### src/rtl/seq_divider.sv
// ============================================================================
//  Module      : seq_divider
//  Description : Sequential restoring divider, 14-bit dividend by 7-bit
//                divisor, one shift-subtract per clock. Produces a 7-bit
//                quotient and remainder with start/busy/done handshake.
//                Optional MSB-first serial quotient stream (q_bit/q_valid)
//                is enabled by defining SEQ_DIVIDER_SERIAL_EN.
//  Revision    : 1.0  initial release
// ============================================================================
`default_nettype none

module seq_divider (
    input  logic        clk,
    input  logic        rst_n,
    input  logic        start,
    input  logic [13:0] dividend,
    input  logic [6:0]  divisor,
    output logic [6:0]  quotient,
    output logic [6:0]  remainder,
    output logic        busy,
    output logic        done,
`ifdef SEQ_DIVIDER_SERIAL_EN
    output logic        q_bit,
    output logic        q_valid,
`endif
    output logic        ovf
);

    typedef enum logic [1:0] {
        S_IDLE = 2'd0,
        S_RUN  = 2'd1,
        S_DONE = 2'd2
    } state_t;

    state_t      r_state;
    state_t      w_state_next;

    logic [6:0]  r_rem;        // partial remainder, invariant r_rem < r_divisor
    logic [6:0]  r_dvd_lo;     // low dividend bits, consumed MSB first
    logic [6:0]  r_divisor;
    logic [5:0]  r_q;          // quotient bits gathered so far
    logic [2:0]  r_cnt;        // iterations completed in RUN
    logic [6:0]  r_quotient;
    logic [6:0]  r_remainder;
    logic        r_ovf;

    logic        w_accept;
    logic        w_bad;
    logic        w_last;
    logic [7:0]  w_trial;
    logic        w_ge;
    logic        w_qbit;
    logic [6:0]  w_rem_next;

    // Trial subtraction: bring down the next dividend bit and compare.
    // When T >= divisor the difference is below divisor (< 128), so the low
    // 7 bits of a modulo-128 subtraction are exact.
    assign w_trial    = {r_rem, r_dvd_lo[6]};
    assign w_ge       = (w_trial >= {1'b0, r_divisor});
    assign w_qbit     = w_ge;
    assign w_rem_next = w_ge ? (w_trial[6:0] - r_divisor) : w_trial[6:0];

    // State register.
    always_ff @(posedge clk or negedge rst_n) begin
        if (!rst_n) begin
            r_state <= S_IDLE;
        end else begin
            r_state <= w_state_next;
        end
    end

    // Next-state logic and accept/overflow decode.
    always_comb begin
        w_state_next = r_state;
        w_accept     = 1'b0;
        w_bad        = (divisor == 7'd0) || (dividend[13:7] >= divisor);
        w_last       = (r_cnt == 3'd6);
        case (r_state)
            S_IDLE: begin
                if (start) begin
                    w_accept     = 1'b1;
                    w_state_next = w_bad ? S_DONE : S_RUN;
                end
            end
            S_RUN: begin
                if (w_last) begin
                    w_state_next = S_DONE;
                end
            end
            S_DONE: begin
                w_state_next = S_IDLE;
            end
            default: begin
                w_state_next = S_IDLE;
            end
        endcase
    end

    // Datapath: operand capture, one restoring step per RUN cycle, result latch.
    always_ff @(posedge clk or negedge rst_n) begin
        if (!rst_n) begin
            r_rem       <= 7'd0;
            r_dvd_lo    <= 7'd0;
            r_divisor   <= 7'd0;
            r_q         <= 6'd0;
            r_cnt       <= 3'd0;
            r_quotient  <= 7'd0;
            r_remainder <= 7'd0;
            r_ovf       <= 1'b0;
        end else if (w_accept) begin
            r_rem     <= dividend[13:7];
            r_dvd_lo  <= dividend[6:0];
            r_divisor <= divisor;
            r_q       <= 6'd0;
            r_cnt     <= 3'd0;
            r_ovf     <= w_bad;
            if (w_bad) begin
                r_quotient  <= 7'h7F;
                r_remainder <= 7'd0;
            end
        end else if (r_state == S_RUN) begin
            r_rem    <= w_rem_next;
            r_dvd_lo <= {r_dvd_lo[5:0], 1'b0};
            r_q      <= {r_q[4:0], w_qbit};
            r_cnt    <= r_cnt + 3'd1;
            if (w_last) begin
                r_quotient  <= {r_q, w_qbit};
                r_remainder <= w_rem_next;
            end
        end
    end

`ifdef SEQ_DIVIDER_SERIAL_EN
    logic r_q_bit;
    logic r_q_valid;

    // Serial stream: each freshly computed quotient bit, MSB first.
    always_ff @(posedge clk or negedge rst_n) begin
        if (!rst_n) begin
            r_q_bit   <= 1'b0;
            r_q_valid <= 1'b0;
        end else if (r_state == S_RUN) begin
            r_q_bit   <= w_qbit;
            r_q_valid <= 1'b1;
        end else begin
            r_q_valid <= 1'b0;
        end
    end

    assign q_bit   = r_q_bit;
    assign q_valid = r_q_valid;
`endif

    assign quotient  = r_quotient;
    assign remainder = r_remainder;
    assign ovf       = r_ovf;
    assign busy      = (r_state != S_IDLE);
    assign done      = (r_state == S_DONE);

endmodule

`default_nettype wire

### config.mk
export PLATFORM = sky130hd
export DESIGN_NAME = seq_divider
export DESIGN_NICKNAME = d
export VERILOG_FILES = /design/src/rtl/seq_divider.sv
export SDC_FILE = /design/constraint.sdc
export NUM_CORES = 1
export LEC_CHECK = 0
export ABC_AREA = 1
export CAP_MARGIN = 20
export CORE_MARGIN = 3
export CORE_UTILIZATION = 49
export CTS_BUF_LIST = sky130_fd_sc_hd__clkbuf_8 sky130_fd_sc_hd__clkbuf_16
export CTS_CLUSTER_SIZE = 12
export DETAILED_ROUTE_END_ITERATION = 8
export PLACE_DENSITY = 0.84
export SYNTH_ARGS = -nofsm -noshare
export SYNTH_HDL_FRONTEND = slang
export SYNTH_SLANG_ARGS = --single-unit
export TNS_END_PERCENT = 10
### constraint.sdc
create_clock -name clk -period 1.9 [get_ports clk]
set_clock_uncertainty 0.2 [all_clocks]
set_input_delay 0.57 -clock clk [delete_from_list [all_inputs] [get_ports clk]]
set_output_delay 0.57 -clock clk [all_outputs]
set_load 0.02 [all_outputs]
# Word level (Yosys, flattened, before mapping)
# Index checks and enable logic that the tools add are counted.
[word_totals] regBits=47 in_bits=24 out_inout_bits=17 word_cells=50
[op_classes] addsub=2 order_cmp=2 n_eq_ne=6 n_mux=23 reduce_logical=8
[ops] op="7-bit two-way mux" count=13
[ops] op="6-bit two-way mux" count=2
[ops] op="8-bit by 7-bit >= comparator with 1-bit output" count=1
[ops] op="7-bit >= comparator" count=1
[ops] op="7-bit zero test" count=1
[ops] op="7-bit subtractor" count=1
[ops] op="2-bit two-way mux" count=3
[ops] op="3-bit two-way mux" count=2
[ops] op="2-bit nonzero test" count=3
[ops] op="2-bit != test, second input constant" count=2
[ops] op="2-bit one-hot mux with 2 select lines" count=1
[ops] op="3-bit by 1-bit adder with 3-bit output, second input constant" count=1
[ops] op="3-bit == test, second input constant" count=1
[ops] op="3-bit AND reduction" count=1
[ops] op="2-bit by 1-bit == test with 1-bit output, second input constant" count=1
[ops] op="2-bit == test, second input constant" count=1
[ops] op="2-bit zero test" count=1
[ops] op="1-bit two-way mux" count=2
[ops] op="2-bit by 1-bit != test with 1-bit output, second input constant" count=1
[ops] op="2-bit AND reduction" count=1
[ops] op="1-bit logical OR" count=1

# Depth between registers and ports, before layout
[logic_depth] word_depth=5 ltp_mapped=13 mapped_depth_nobuf=13

# Least setup slack after synthesis
# Ideal clock, no wire load.
[synth_timing] path_type="register -> register" start="register r_dvd_lo[6]" end="register r_remainder[5] (netlist: remainder[5])" setup_time_ns=0.117 arrival_ns=1.689 required_time_ns=1.583 path_slack_ns=-0.106 path_stages_with_launch=14 n_path_buf=0 period_less_slack_ns=2.006 path_cell_list="dfrtp_1 -> inv_1 -> ha_1 -> fa_1 -> inv_1 -> nand3_1 -> nand2_1 -> nand2_1 -> nand3_4 -> nor2_8 -> nand2_2 -> nand2_2 -> nand2_1 -> nand2_1"
[synth_between] elab_chain_len=5 word_cells_on_any_way=6 classes_between="add/sub (1); order compare (1); mux (4)"
[synth_lines] element="start, declared" line_no="39" source="logic [6:0] r_dvd_lo;"
[synth_lines] element="start signal, assigned" line_no="112" source="r_dvd_lo <= dividend[6:0];"
[synth_lines] element="start signal, assigned" line_no="123" source="r_dvd_lo <= {r_dvd_lo[5:0], 1'b0};"
[synth_lines] element="7-bit subtractor / 8-bit by 7-bit >= comparator with 1-bit output (equally long branches)" line_no="61, 59"
[synth_lines] element="7-bit two-way mux (*)" line_no="61" source="assign w_rem_next = w_ge ? (w_trial[6:0] - r_divisor) : w_trial[6:0];"
[synth_lines] element="7-bit two-way mux (*)" line_no="126" source="if (w_last) begin"
[synth_lines] element="7-bit two-way mux (*)" line_no="121" source="end else if (r_state == S_RUN) begin"
[synth_lines] element="7-bit two-way mux (*)" line_no="110" source="end else if (w_accept) begin"
[synth_lines] element="end signal, assigned" line_no="128" source="r_remainder <= w_rem_next;"
[synth_lines] element="end, declared" line_no="44" source="logic [6:0] r_remainder;"
# Every way passes the cells marked *; elsewhere a longest branch is shown, timed or not. The select of a mux whose other input is x is not followed.
# A chain may end at the register's enable or synchronous reset.

# Worst setup path in the final report
[layout_timing] start="register r_dvd_lo[6]" end="register r_remainder[4] (netlist: remainder[4])"
# The elaborated chain is that of the path after synthesis.

==> metrics.cfg <==
[outcome]
status=complete, but fails checks
failing_checks=setup timing

[routing]
wire_per_inst_um=14.4
ant_nets=0
via_count=2539
drt_first_pass_iters=4
finalWirelength_um=7210
routed_via_density=5.07
drc_errors=0
dr.first_iter.drc_count=134

[layout]
mostFrequentLayoutCells=88 x sky130_fd_sc_hd__nand2_1, 52 x sky130_fd_sc_hd__buf_4, 47 x sky130_fd_sc_hd__inv_1, 47 x sky130_fd_sc_hd__dfrtp_1
commonest_non_fill_non_tap_cell_in_the_layout=sky130_fd_sc_hd__nand2_1
fin_util_pct=76.1
final_instance_area_sq_um=3940
filler_cell_count=337
fin_nets=471
antenna_cells=0
layout-area-overhead-vs-synth_pct=47.8
drive_above_1_share_pct=29.9
finish.cell_count_without_fillers=501

[global_route]
grt_remaining_overflow=0
grt_start_max_net_pins=48
first_pass_grt_wire_length_um=12000
grt_antenna_before_repair=0
grt_use_total_pct=24.8
via_count_of_the_first_global_routing_pass=2576

[sta]
rsz0062_at_grt=true
finalHoldViolations=0
period_needed_ns=2.11
timing.final.setup_violations=20
final.period_utilization_pct=111
worst_slew_pin_slew_ns=0.267
max_freq_mhz=474
maxSlewViolCount=0
setup_ws_ns=-0.210
relSlewSlack_pct=82.1

[placed_design]
place.detailed.hpwl_um=4590
gp_routability_congestion=0.909
placed_inst_area_sq_um=3520
port_buffers=40
post-place-cells=480

[clocking]
h-tree-depth=2
tritoncts=built
clk-insertion-delay-late_ns=0.32
post_cts_hold_buffer_count=0
cts_buffer_depth=2
cts_buffers=5
tritoncts_num_sinks=47
clockRootBuffer=sky130_fd_sc_hd__clkbuf_8
clkSlewWorstSetupHoldPaths_ns=0.09

[power_and_ir_drop]
power-per-cell-area_nw_per_um2=1800
finalPower_mw=7.10
static-leakage-power_nw=2.05
vdd.ir_drop.worst_mv=0.752

[floorplan]
dieWidth_um=79.7
placement_rows=26
fp.coreArea_sq_um=5170
initial_core_util_pct=51.5
floorplan.io_pins=41
dieArea_sq_um=6350
chipHeight_um=79.7

[synth]
netlist_area_before_placement_sq_um=2660
synth.avg_cell_area_sq_um=7.97
post_synth_inst_count=334
synth-seq-area-share_pct=44.2
syn_warnings=0
mappedNetlistNets=375
yosys.cell_types.count=29
ys_ff_latch=47

[critical_path]
critical_path.startpoint_type=flop
timing.critical_path.required_ns=1.92
criticalPathCategory=reg2reg
timing.critical_path.to_type=flop
critical_path_peak_fanout=8
number_of_cells_traversed_by_the_worst_register_to_register_path=13
arrival_ns=2.13

[flow_run]
drv_cap=0

[worst_hold_path]
hold_path_class=in2async

layout make-up:
type	instances	area, sq um	area share [%]
Tap cell	70	87.6	2.23
Multi-Input combinational cell	222	1440	36.5
Clock buffer	5	68.8	1.75
Inverter	55	206	5.24
Sequential cell	47	1180	29.9
Timing Repair Buffer	99	912	23.2
Clock inverter	3	47.5	1.21
Yosys cell counts (all sizes together):
master  number  area (sq um)
buf          4          25.0
clkbuf       7          26.3
nand3       33           178
fa           1          20.0
nand3b       2          15.0
o22ai        7          43.8
o21a         1          7.51
a21oi        3          18.8
o211ai       7          52.6
a21o         1          7.51
xor2         1          8.76
nand2      114           468
o221ai       4          35.0
o21ai       13          65.1
xnor2        2          17.5
or2          1          6.26
a22oi        1          7.51
dfrtp       47          1180
nor3         1          5.00
nor2        10          53.8
ha          16           200
inv         55           206
nand4        3          18.8
kinds of logic after synthesis:
logic type | count (synthesis) | share of synthesized area [%]
AO/OA/AOI/OAI | 37 | 8.93
XOR/XNOR | 3 | 0.987
adder cells (fa/ha/maj) | 17 | 8.27
buffers and inverters | 66 | 9.68
flip-flops | 47 | 44.2
AND/OR/NAND/NOR | 164 | 28.0
per-stage QoR:
step	setup TNS (ns)	worst slack, ns	hold slack [ns]
after floorplan	-0.632	-0.0362	0.0744
after detailed placement	-13.38	-0.662	0.277
after global routing	-4.24	-0.288	0.0481
after global placement	-10.93	-0.567	0.268
final	-2.44	-0.210	0.0305
after CTS	-1.40	-0.129	0.0356
critical path, cell delays in order, from the launching register on:
cell and delay [ns]:
sky130_fd_sc_hd__dfrtp_1 0.39, sky130_fd_sc_hd__inv_2 0.07, sky130_fd_sc_hd__ha_4 0.16, sky130_fd_sc_hd__fa_2 0.35, sky130_fd_sc_hd__inv_2 0.08, sky130_fd_sc_hd__nand3_2 0.07
sky130_fd_sc_hd__nand2_2 0.10, sky130_fd_sc_hd__nand2_4 0.07, sky130_fd_sc_hd__nand3_4 0.13, sky130_fd_sc_hd__nor2_8 0.09, sky130_fd_sc_hd__nand2_2 0.07, sky130_fd_sc_hd__nand2_2 0.09
sky130_fd_sc_hd__nand2_2 0.09, sky130_fd_sc_hd__nand2_1 0.05
power breakdown:
group / total, mW / switching (mW) / internal (mW)
combinational: 4.61 / 2.59 / 2.03
clock: 0.775 / 0.376 / 0.399
sequential: 1.71 / 0.266 / 1.44
total: 7.10 / 3.23 / 3.87
registers in the layout (all words and copies together), names as in the netlist:
signal	cells
remainder	7
r_divisor	7
r_cnt	3
r_rem	7
r_q	6
r_state	2
ovf	1
r_dvd_lo	7
quotient	7
what timing repair did:
item	4_1_cts	5_1_grt
hold endpoints to repair	0	0
buffers inserted	10	1
cloned	2	0
gates resized for setup	75	10
endpoints found under the setup margin	42	24
pin swaps	21	8
final timing paths:
kind                                         start                       end  slack [ns]
min reg2reg                        ovf$_DFFE_PN0P_           ovf$_DFFE_PN0P_        0.29
max                        r_dvd_lo[6]$_DFFE_PN0P_  remainder[4]$_DFFE_PN0P_       -0.21
max in group asynchronous                    rst_n      r_rem[4]$_DFFE_PN0P_        1.25
min                                          rst_n   quotient[3]$_DFFE_PN0P_        0.03
min in group clk                   ovf$_DFFE_PN0P_           ovf$_DFFE_PN0P_        0.29
max reg2reg                r_dvd_lo[6]$_DFFE_PN0P_  remainder[4]$_DFFE_PN0P_       -0.21
routing by layer:
metal	routed length, um	track usage (%)
met3	426	4.74
met5	0	0
met1	2900	28.8
met4	131	8.25
met2	3750	45.4
No activity file was read; power rests on OpenSTA's default activity.
